<file path="config.mk">
export PLATFORM = sky130hd
export DESIGN_NAME = mem_access_unit_flat
export DESIGN_NICKNAME = d
export VERILOG_FILES = /design/src/rtl/mem_access_unit_pkg.sv /design/src/rtl/mem_access_unit_if.sv /design/src/rtl/mem_access_unit_load_extract.sv /design/src/rtl/mem_access_unit.sv /design/src/flat_wrapper.sv
export SDC_FILE = /design/constraint.sdc
export NUM_CORES = 1
export LEC_CHECK = 0
export ABC_AREA = 1
export CAP_MARGIN = 20
export CORE_MARGIN = 2
export CORE_UTILIZATION = 25
export DETAILED_ROUTE_END_ITERATION = 10
export DONT_BUFFER_PORTS = 1
export PLACE_DENSITY = 0.35
export SETUP_SLACK_MARGIN = 0.15
export SLEW_MARGIN = 25
export SYNTH_ARGS = -nofsm -noshare
export SYNTH_HDL_FRONTEND = slang
export SYNTH_SLANG_ARGS = --single-unit
</file>
<file path="constraint.sdc">
create_clock -name clk -period 10.3 [get_ports clk]
set_clock_uncertainty 0.05 [all_clocks]
set_input_delay 1.545 -clock clk [delete_from_list [all_inputs] [get_ports clk]]
set_output_delay 1.545 -clock clk [all_outputs]
set_load 0.05 [all_outputs]
</file>
<file path="src/rtl/mem_access_unit_pkg.sv">
// ---------------------------------------------------------------------------
// mem_access_unit_pkg
// Shared types for the memory-stage bus sequencer:
//   msize_t      - access size (1/2/4/8 bytes), encoded as log2(bytes)
//   mau_state_t  - sequencer state
//   is_misaligned() - true when the low address bits do not fit the size
// ---------------------------------------------------------------------------
package mem_access_unit_pkg;

   localparam int XLEN = 64;

   typedef enum logic [1:0] {
      MSIZE1 = 2'd0,
      MSIZE2 = 2'd1,
      MSIZE4 = 2'd2,
      MSIZE8 = 2'd3
   } msize_t;

   typedef enum logic [1:0] {
      IDLE = 2'd0,
      REQ  = 2'd1,
      DONE = 2'd2
   } mau_state_t;

   function automatic logic is_misaligned(input logic [2:0] addr_lo, input msize_t size);
      logic bad;
      bad = 1'b0;
      case (size)
         MSIZE1:  bad = 1'b0;
         MSIZE2:  bad = addr_lo[0];
         MSIZE4:  bad = |addr_lo[1:0];
         MSIZE8:  bad = |addr_lo[2:0];
         default: bad = 1'b0;
      endcase
      return bad;
   endfunction

endpackage

</file>
<file path="src/rtl/mem_access_unit_if.sv">
// ---------------------------------------------------------------------------
// mem_access_unit_if
// Data-bus request/response bundle.
//   dreq_valid/addr/size/strobe/data : request, driven by the sequencer (master)
//   dresp_data_ok/dresp_data          : response, driven by the memory (slave)
// ---------------------------------------------------------------------------
interface mem_access_unit_if;
   import mem_access_unit_pkg::*;

   logic        dreq_valid;
   logic [63:0] dreq_addr;
   msize_t      dreq_size;
   logic [7:0]  dreq_strobe;
   logic [63:0] dreq_data;
   logic        dresp_data_ok;
   logic [63:0] dresp_data;

   modport master (
      output dreq_valid, dreq_addr, dreq_size, dreq_strobe, dreq_data,
      input  dresp_data_ok, dresp_data
   );

   modport slave (
      input  dreq_valid, dreq_addr, dreq_size, dreq_strobe, dreq_data,
      output dresp_data_ok, dresp_data
   );

endinterface

</file>
<file path="src/rtl/mem_access_unit_load_extract.sv">
// ---------------------------------------------------------------------------
// mem_access_unit_load_extract
// Combinational load-data extraction: shifts the addressed bytes of the full
// 64-bit read word down to bit 0, keeps 1/2/4/8 bytes and sign- or
// zero-extends.
//   i_data     in  64  full read word from the bus
//   i_off      in  3   byte offset within the word (addr[2:0])
//   i_size     in  msize_t access size
//   i_unsigned in  1   zero-extend instead of sign-extend
//   o_rdata    out 64  extended result
// ---------------------------------------------------------------------------
module mem_access_unit_load_extract
   import mem_access_unit_pkg::*;
(
   input  logic [63:0] i_data,
   input  logic [2:0]  i_off,
   input  msize_t      i_size,
   input  logic        i_unsigned,
   output logic [63:0] o_rdata
);

   logic [63:0] w_word;

   assign w_word = i_data >> {i_off, 3'b000};

   always_comb begin
      o_rdata = w_word;
      case (i_size)
         MSIZE1:  o_rdata = i_unsigned ? {56'd0, w_word[7:0]}
                                       : {{56{w_word[7]}}, w_word[7:0]};
         MSIZE2:  o_rdata = i_unsigned ? {48'd0, w_word[15:0]}
                                       : {{48{w_word[15]}}, w_word[15:0]};
         MSIZE4:  o_rdata = i_unsigned ? {32'd0, w_word[31:0]}
                                       : {{32{w_word[31]}}, w_word[31:0]};
         MSIZE8:  o_rdata = w_word;
         default: o_rdata = w_word;
      endcase
   end

endmodule

</file>
<file path="src/rtl/mem_access_unit.sv">
// ---------------------------------------------------------------------------
// mem_access_unit
// Memory-stage bus sequencer. Accepts a load/store from the memory stage,
// drives a held-stable data-bus request until the response arrives, extracts
// load data and reports completion for one cycle; stalls the pipeline while
// the access is in flight.
//   clk, reset         clock / asynchronous active-high reset
//   in_valid .. in_strobe  memory-stage instruction and aligned store data
//   flush              squash the current memory-stage instruction
//   dbus               data-bus request/response (master side)
//   done, stall        completion / pipeline stall
//   rdata, misalign    extended load result / misaligned-access indication
// ---------------------------------------------------------------------------
module mem_access_unit
   import mem_access_unit_pkg::*;
(
   input  logic                  clk,
   input  logic                  reset,
   input  logic                  in_valid,
   input  logic                  in_is_load,
   input  logic                  in_is_store,
   input  logic                  in_unsigned,
   input  logic [63:0]           in_addr,
   input  msize_t                in_msize,
   input  logic [63:0]           in_wd,
   input  logic [7:0]            in_strobe,
   input  logic                  flush,
   mem_access_unit_if.master     dbus,
   output logic                  done,
   output logic                  stall,
   output logic [63:0]           rdata,
   output logic                  misalign
);

   mau_state_t  r_state;
   logic        r_dreq_valid;
   logic [63:0] r_addr;
   msize_t      r_size;
   logic [7:0]  r_strobe;
   logic [63:0] r_data;
   logic        r_unsigned;
   logic        r_squash;
   logic        r_misalign;
   logic [63:0] r_rdata;

   logic        w_mem_op;
   logic        w_accept;
   logic        w_misaligned;
   logic [63:0] w_rdata;

   assign w_mem_op     = in_is_load | in_is_store;
   assign w_accept     = (r_state == IDLE) & in_valid & w_mem_op & ~flush;
   assign w_misaligned = is_misaligned(in_addr[2:0], in_msize);

   mem_access_unit_load_extract u_extract (
      .i_data     (dbus.dresp_data),
      .i_off      (r_addr[2:0]),
      .i_size     (r_size),
      .i_unsigned (r_unsigned),
      .o_rdata    (w_rdata)
   );

   always_ff @(posedge clk or posedge reset) begin
      if (reset) begin
         r_state      <= IDLE;
         r_dreq_valid <= 1'b0;
         r_addr       <= '0;
         r_size       <= MSIZE1;
         r_strobe     <= '0;
         r_data       <= '0;
         r_unsigned   <= 1'b0;
         r_squash     <= 1'b0;
         r_misalign   <= 1'b0;
         r_rdata      <= '0;
      end else begin
         case (r_state)
            IDLE: begin
               r_misalign <= 1'b0;
               if (w_accept) begin
                  if (w_misaligned) begin
                     // No bus access at all; finish with misalign next cycle.
                     r_state    <= DONE;
                     r_misalign <= 1'b1;
                  end else begin
                     r_state      <= REQ;
                     r_dreq_valid <= 1'b1;
                     r_addr       <= in_addr;
                     r_size       <= in_msize;
                     // Loads never write, regardless of what the aligner presents.
                     r_strobe     <= in_is_store ? in_strobe : 8'h00;
                     r_data       <= in_wd;
                     r_unsigned   <= in_unsigned;
                  end
               end
            end
            REQ: begin
               // The bus cannot be abandoned; remember the flush and keep
               // the request up until the response arrives.
               if (flush) begin
                  r_squash <= 1'b1;
               end
               if (dbus.dresp_data_ok) begin
                  r_dreq_valid <= 1'b0;
                  r_squash     <= 1'b0;
                  if (r_squash | flush) begin
                     r_state <= IDLE;
                  end else begin
                     r_state <= DONE;
                     r_rdata <= w_rdata;
                  end
               end
            end
            DONE: begin
               r_state    <= IDLE;
               r_misalign <= 1'b0;
            end
            default: begin
               r_state      <= IDLE;
               r_dreq_valid <= 1'b0;
               r_squash     <= 1'b0;
               r_misalign   <= 1'b0;
            end
         endcase
      end
   end

   assign dbus.dreq_valid  = r_dreq_valid;
   assign dbus.dreq_addr   = r_addr;
   assign dbus.dreq_size   = r_size;
   assign dbus.dreq_strobe = r_strobe;
   assign dbus.dreq_data   = r_data;

   // Non-memory instructions complete combinationally while idle.
   assign done     = ~flush & ((r_state == DONE) |
                               ((r_state == IDLE) & in_valid & ~w_mem_op));
   assign stall    = in_valid & ~done & ~flush;
   assign rdata    = r_rdata;
   assign misalign = r_misalign;

endmodule

</file>
<file path="src/flat_wrapper.sv">
// flat-port wrapper written by rule: the top's interface ports become plain ports
module mem_access_unit_flat import mem_access_unit_pkg::*;
  (clk, reset, in_valid, in_is_load, in_is_store, in_unsigned, in_addr, in_msize, in_wd, in_strobe, flush, done, stall, rdata, misalign, dbus_dreq_valid, dbus_dreq_addr, dbus_dreq_size, dbus_dreq_strobe, dbus_dreq_data, dbus_dresp_data_ok, dbus_dresp_data);
  mem_access_unit_if dbus_i ();
  input  logic clk;
  input  logic reset;
  input  logic in_valid;
  input  logic in_is_load;
  input  logic in_is_store;
  input  logic in_unsigned;
  input  logic [63:0] in_addr;
  input  msize_t in_msize;
  input  logic [63:0] in_wd;
  input  logic [7:0] in_strobe;
  input  logic flush;
  output logic done;
  output logic stall;
  output logic [63:0] rdata;
  output logic misalign;
  output wire logic [$bits(dbus_i.dreq_valid)-1:0] dbus_dreq_valid;
  output wire logic [$bits(dbus_i.dreq_addr)-1:0] dbus_dreq_addr;
  output wire logic [$bits(dbus_i.dreq_size)-1:0] dbus_dreq_size;
  output wire logic [$bits(dbus_i.dreq_strobe)-1:0] dbus_dreq_strobe;
  output wire logic [$bits(dbus_i.dreq_data)-1:0] dbus_dreq_data;
  input wire logic [$bits(dbus_i.dresp_data_ok)-1:0] dbus_dresp_data_ok;
  input wire logic [$bits(dbus_i.dresp_data)-1:0] dbus_dresp_data;
  assign dbus_dreq_valid = dbus_i.dreq_valid;
  assign dbus_dreq_addr = dbus_i.dreq_addr;
  assign dbus_dreq_size = dbus_i.dreq_size;
  assign dbus_dreq_strobe = dbus_i.dreq_strobe;
  assign dbus_dreq_data = dbus_i.dreq_data;
  assign dbus_i.dresp_data_ok = dbus_dresp_data_ok;
  assign dbus_i.dresp_data = dbus_dresp_data;
  mem_access_unit u_core (.clk(clk), .reset(reset), .in_valid(in_valid), .in_is_load(in_is_load), .in_is_store(in_is_store), .in_unsigned(in_unsigned), .in_addr(in_addr), .in_msize(in_msize), .in_wd(in_wd), .in_strobe(in_strobe), .flush(flush), .dbus(dbus_i), .done(done), .stall(stall), .rdata(rdata), .misalign(misalign));
endmodule
</file>
* Word level (Yosys, flattened, before mapping) *
Cells that the tools add are included.

storage, ports and cells
  input bits = 210
  memory bits (read-only) = 0
  output and inout bits = 206
  latch bits = 0
  word-level logic and storage cells = 72
  flip-flop bits (word level) = 208
  bits in writable memories = 0
  memories kept = 0

cells by class
  $lt $le $gt $ge = 0
  reduce and logical (&&, ||, !) cells = 11
  multipliers = 0
  mux-type cells = 21
  add/subtract/negate cells = 0
  shift-type cells = 1
  equality and inequality tests = 12
  div/mod/pow operators = 0
  bitwise gates (word level) = 17

operator list
  cell                  number
  $pmux W64 S4          1
  $mux W64              3
  $shr A64 B6 Y64       1
  $eq A2 B2 Y1 const B  5
  $mux W2               4
  $mux W8               1
  $and A1 B1 Y1         7
  $mux W1               7
  $not A1 Y1            7
  $eq A2 B1 Y1 const B  3
  $logic_not A2 Y1      3
  $reduce_and A3 Y1     2
  $ne A2 B2 Y1 const B  2
  $pmux W1 S2           2
  $pmux W1 S4           1
  $pmux W2 S2           1
  $reduce_and A2 Y1     2
  $reduce_and A4 Y1     1
  $reduce_or A2 Y1      2
  $ne A3 B3 Y1 const B  1
  $or A1 B1 Y1          3
  $pmux W1 S3           1
  $reduce_or A3 Y1      1
  $ne A2 B1 Y1 const B  1

* Logic depth before layout (Yosys ltp) *
  depth after elaboration = 8
  gate-level depth with buffers = 11

* Modules after synthesis *
A second synthesis with hierarchy kept.

second synthesis, totals
  cell total of the unflattened synthesis = 1,456
  area, all modules = 10,533.9 sq um

modules (own cells, without submodules)
  module                        area an instance (sq um)  seq. area each (sq um)  times used  cells each
  mem_access_unit               8,067.7                   5,205.0                 1           904
  mem_access_unit_load_extract  2,466.1                   0.0                     1           552

* Worst setup path after synthesis *
OpenSTA, ideal clock, no wires.

  kind = input -> output
  from = in in_is_store
  to = out done
  stages on the path = 4
  data arrival time = 2,598 ps
  path slack = 6,107 ps
  cells stage by stage = buf_4 > nor2_1 > a31oi_1 > nor2_1

on the way
  word-level cells in the longest chain between the ends = 5

ends and longest elaborated chain
  what                RTL line                source
  start: declaration  flat_wrapper.sv:9       input logic in_is_store;
  $or A1 B1 Y1        mem_access_unit.sv:51   assign w_mem_op = in_is_load | in_is_store;
  $not A1 Y1          mem_access_unit.sv:135  ((r_state == IDLE) & in_valid & ~w_mem_op));
  $and A1 B1 Y1       mem_access_unit.sv:135
  $or A1 B1 Y1        mem_access_unit.sv:134  assign done = ~flush & ((r_state == DONE) |
  $and A1 B1 Y1       mem_access_unit.sv:134
  end: declaration    flat_wrapper.sv:16      output logic done;

Every way passes these cells.

* Worst setup path in the final report *
Same ends and word-level chain as after synthesis.

==> impl_metrics.json <==
{
  "status": "complete, no violations",
  "p_leak_nw": 5.76,
  "async_flop_share_pct": 100,
  "cts_tree": "built",
  "drt-vias-per-instance": 4.66,
  "core.rowCount": 73,
  "fmax_mhz": 237,
  "cp_slowest_cell": "nor2_1",
  "cp_data_required_time_ns": 8.71,
  "grtUsageMet1_pct": 23.4,
  "pwr-share-seq_pct": 56.9,
  "rr_endpoint": "u_core.rdata[13]",
  "dp.cells": 1814,
  "placed_cell_area_um2": 10400,
  "post_drt_wl_per_cell_um": 21.1,
  "cts_setup_buffers": 0,
  "path_cells": "nor2_1 > a31oi_1 > nor2_1",
  "cts_hold_buffers": 0,
  "critPathKind": "input pin to output port",
  "max-clock-path-buffers": 3,
  "final_area_um2": 11300,
  "layout.nets": 1528,
  "die_h_um": 205,
  "grt_first_pass_wirelength_um": 58100,
  "crit_path_end_kind": "output port",
  "clk_pin_slew_ns": 0.06,
  "antenna_found_initial": 1,
  "clk_latency_ns": 0.56,
  "gr-total-overflow": 0,
  "path_buf_inv": 0,
  "met2_usage_pct": 29.2,
  "grtUsageMet3_pct": 6.41,
  "via_count": 8680,
  "rsz0062_at_grt": "no",
  "post-route-min-period_ns": 4.23,
  "grt_max_degree": 146,
  "drc_errors": 0,
  "combPwrFrac_pct": 21.7,
  "worst_setup_path_start_kind": "input pin",
  "antenna_left": 0,
  "r2r-start": "u_core.r_state[1]",
  "crit_path_max_fanout": 9,
  "io_buffers": 0,
  "layout_commonest_cell": "nand2_1",
  "cts_made_buffers": 27,
  "final.setup.tns_ns": 0,
  "drt_wl_total_um": 39300,
  "cp_common_cell": "nor2_1",
  "h-tree-depth": 1,
  "drtIter0Drc": 555,
  "clock_sinks": 208,
  "hold-path-cell-count": 2,
  "ys_ff_latch": 208,
  "yosysWarnings": 0,
  "hold_path.class": "register to register",
  "power_w": 0.00449,
  "synth_fp_nets": 1574,
  "worstSetupStartpoint": "in_is_store",
  "synth-edff-count": 0,
  "globalplace.congestion": 0.770,
  "cellPowerDensity_nw_per_um2": 397,
  "switching_share_pct": 55.4,
  "p_int_w": 0.00200,
  "drv_slew": 0,
  "clockPowerShare_pct": 21.4,
  "yosys.cell_types.count": 28,
  "synth-main-ff-cell": "dfrtp_1",
  "min_to": "u_core.dbus.dreq_addr[0]",
  "r2r_setup_slack_ns": 6.60,
  "worst_ir_drop_vdd_mv": 0.121,
  "die-width_um": 205,
  "first_pass_iters": 6,
  "hold_start": "u_core.dbus.dreq_addr[0]",
  "initial_core_util_pct": 25.4,
  "path_delay_family": "simple AND/OR/NAND/NOR gates",
  "synth.avg_cell_area_um2": 7.43,
  "fin_crit_sh_pct": 41.0,
  "drive_gt1_share_pct": 5.91,
  "drv_cap": 0,
  "cts-resized-gates": 0,
  "cts_root_buffer": "clkbuf_16",
  "finalNonFillerCells": 1862,
  "grt_use_total_pct": 18.2,
  "worst_slew_pin_slew_ns": 0.975,
  "synthToLayoutAreaGrowth_pct": 11.7,
  "final_cell_mix": "613 x nand2_1, 206 x dfrtp_1, 140 x nor2_1, 125 x nand3_1, 55 x a21oi_1",
  "syn_area_um2": 10100,
  "hold_viol_final": 0,
  "coreArea_um2": 39900,
  "cp.arrival_ns": 2.63,
  "r2r_cells": 9,
  "syn-instance-count": 1364,
  "critPathMaxStageDelay_ns": 0.74,
  "grt_pass1_vias": 8750,
  "design.die.area_um2": 42200,
  "busiest_layer": "met2",
  "dp_hpwl_um": 27700,
  "finalSetupViolCount": 0,
  "yosysSeqAreaShare_pct": 51.3,
  "p_sw_w": 0.00249,
  "ios": 416,
  "maxSlewHeadroom_pct": 34.9
}
## registers in the layout (all words and copies together) (netlist names)
register / cells
u_core.dbus.dreq_addr: 64
u_core.dbus.dreq_data: 64
u_core.dbus.dreq_size: 2
u_core.dbus.dreq_strobe: 8
u_core.dbus.dreq_valid: 1
u_core.misalign: 1
u_core.r_squash: 1
u_core.r_state: 2
u_core.r_unsigned: 1
u_core.rdata: 64
## metrics by stage
step | utilization, % | setup slack (ns) | hold WS, ns
floorplan | - | 3.02 | 0.438
global placement | 26.1 | 5.60 | 0.501
detailed placement | 26.1 | 5.57 | 0.518
CTS | 28.4 | 6.05 | 0.530
global route | 28.4 | 5.89 | 0.553
finish | 28.4 | 6.07 | 0.525
## metal layers
layer / part of all wire [%] / vias to the layer above
li1: - / 4207
met1: 42 / 4104
met2: 46 / 329
met3: 9.8 / 40
met4: 2.1 / 0
met5: 0 / -
## worst max path at each step
stage / depth (start not counted) / endpoint / slack (ns)
after floorplan: 1 / u_core.dbus.dreq_addr[0] / 3.02
after global placement: 7 / u_core.rdata[13] / 5.60
final: 3 / done / 6.07
after CTS: 3 / done / 6.05
after global routing: 7 / u_core.rdata[11] / 5.89
after detailed placement: 7 / u_core.rdata[10] / 5.57
## cells in the mapped netlist, types with 3 or more instances
cell type  count  area share, %
nand4_1        8           0.49
buf_1          3           0.11
clkbuf_1      18           0.67
a21oi_1       55            2.7
buf_4         20            1.5
nand3_1      125            6.2
o211ai_1      10           0.74
nor2_1       140            5.2
buf_6          6           0.67
inv_1         35            1.3
inv_2          6           0.22
o21ai_0       52            2.6
buf_2         41            2.0
or2_2          8           0.49
dfrtp_1      208             51
nand2_1      613             23
## final cells by class
class,instances,area [um^2]
diodes,1,2.50
clock buffers,40,795
clock inverters,7,106
fillers,4386,28600
inverters,41,164
multi-input cells,1027,4280
flip-flops and latches,208,5210
well taps,525,657
repair buffers,13,110
## logic make-up after synthesis
kind of cell,Yosys count,share of synthesized area [%]
and+or+nand+nor,905,35.9
DFF,208,51.3
buffers and inverters,129,6.47
AOI/OAI and AO/OA,122,6.32
## worst register-to-register path, stage by stage, from the launching register on
cell and delay (ns):
dfrtp_1 0.38, inv_1 0.12, nand2_1 0.11, nor3_2 0.14, nand2_1 0.58, inv_2 0.17, buf_4 0.69, nand2_2 0.66
inv_1 0.52, a21oi_1 0.13
## power groups by stage
stage	sequential, W	clock (W)	combinational (W)
finish	0.00256	0.000962	0.000976
global placement	0.00260	0	0.000981
global route	0.00261	0.00103	0.00113
floorplan	0.00244	0	0.000759
detailed placement	0.00259	0	0.000993
CTS	0.00257	0.00100	0.000990
Note: power is estimated with default switching activity, not from simulation.
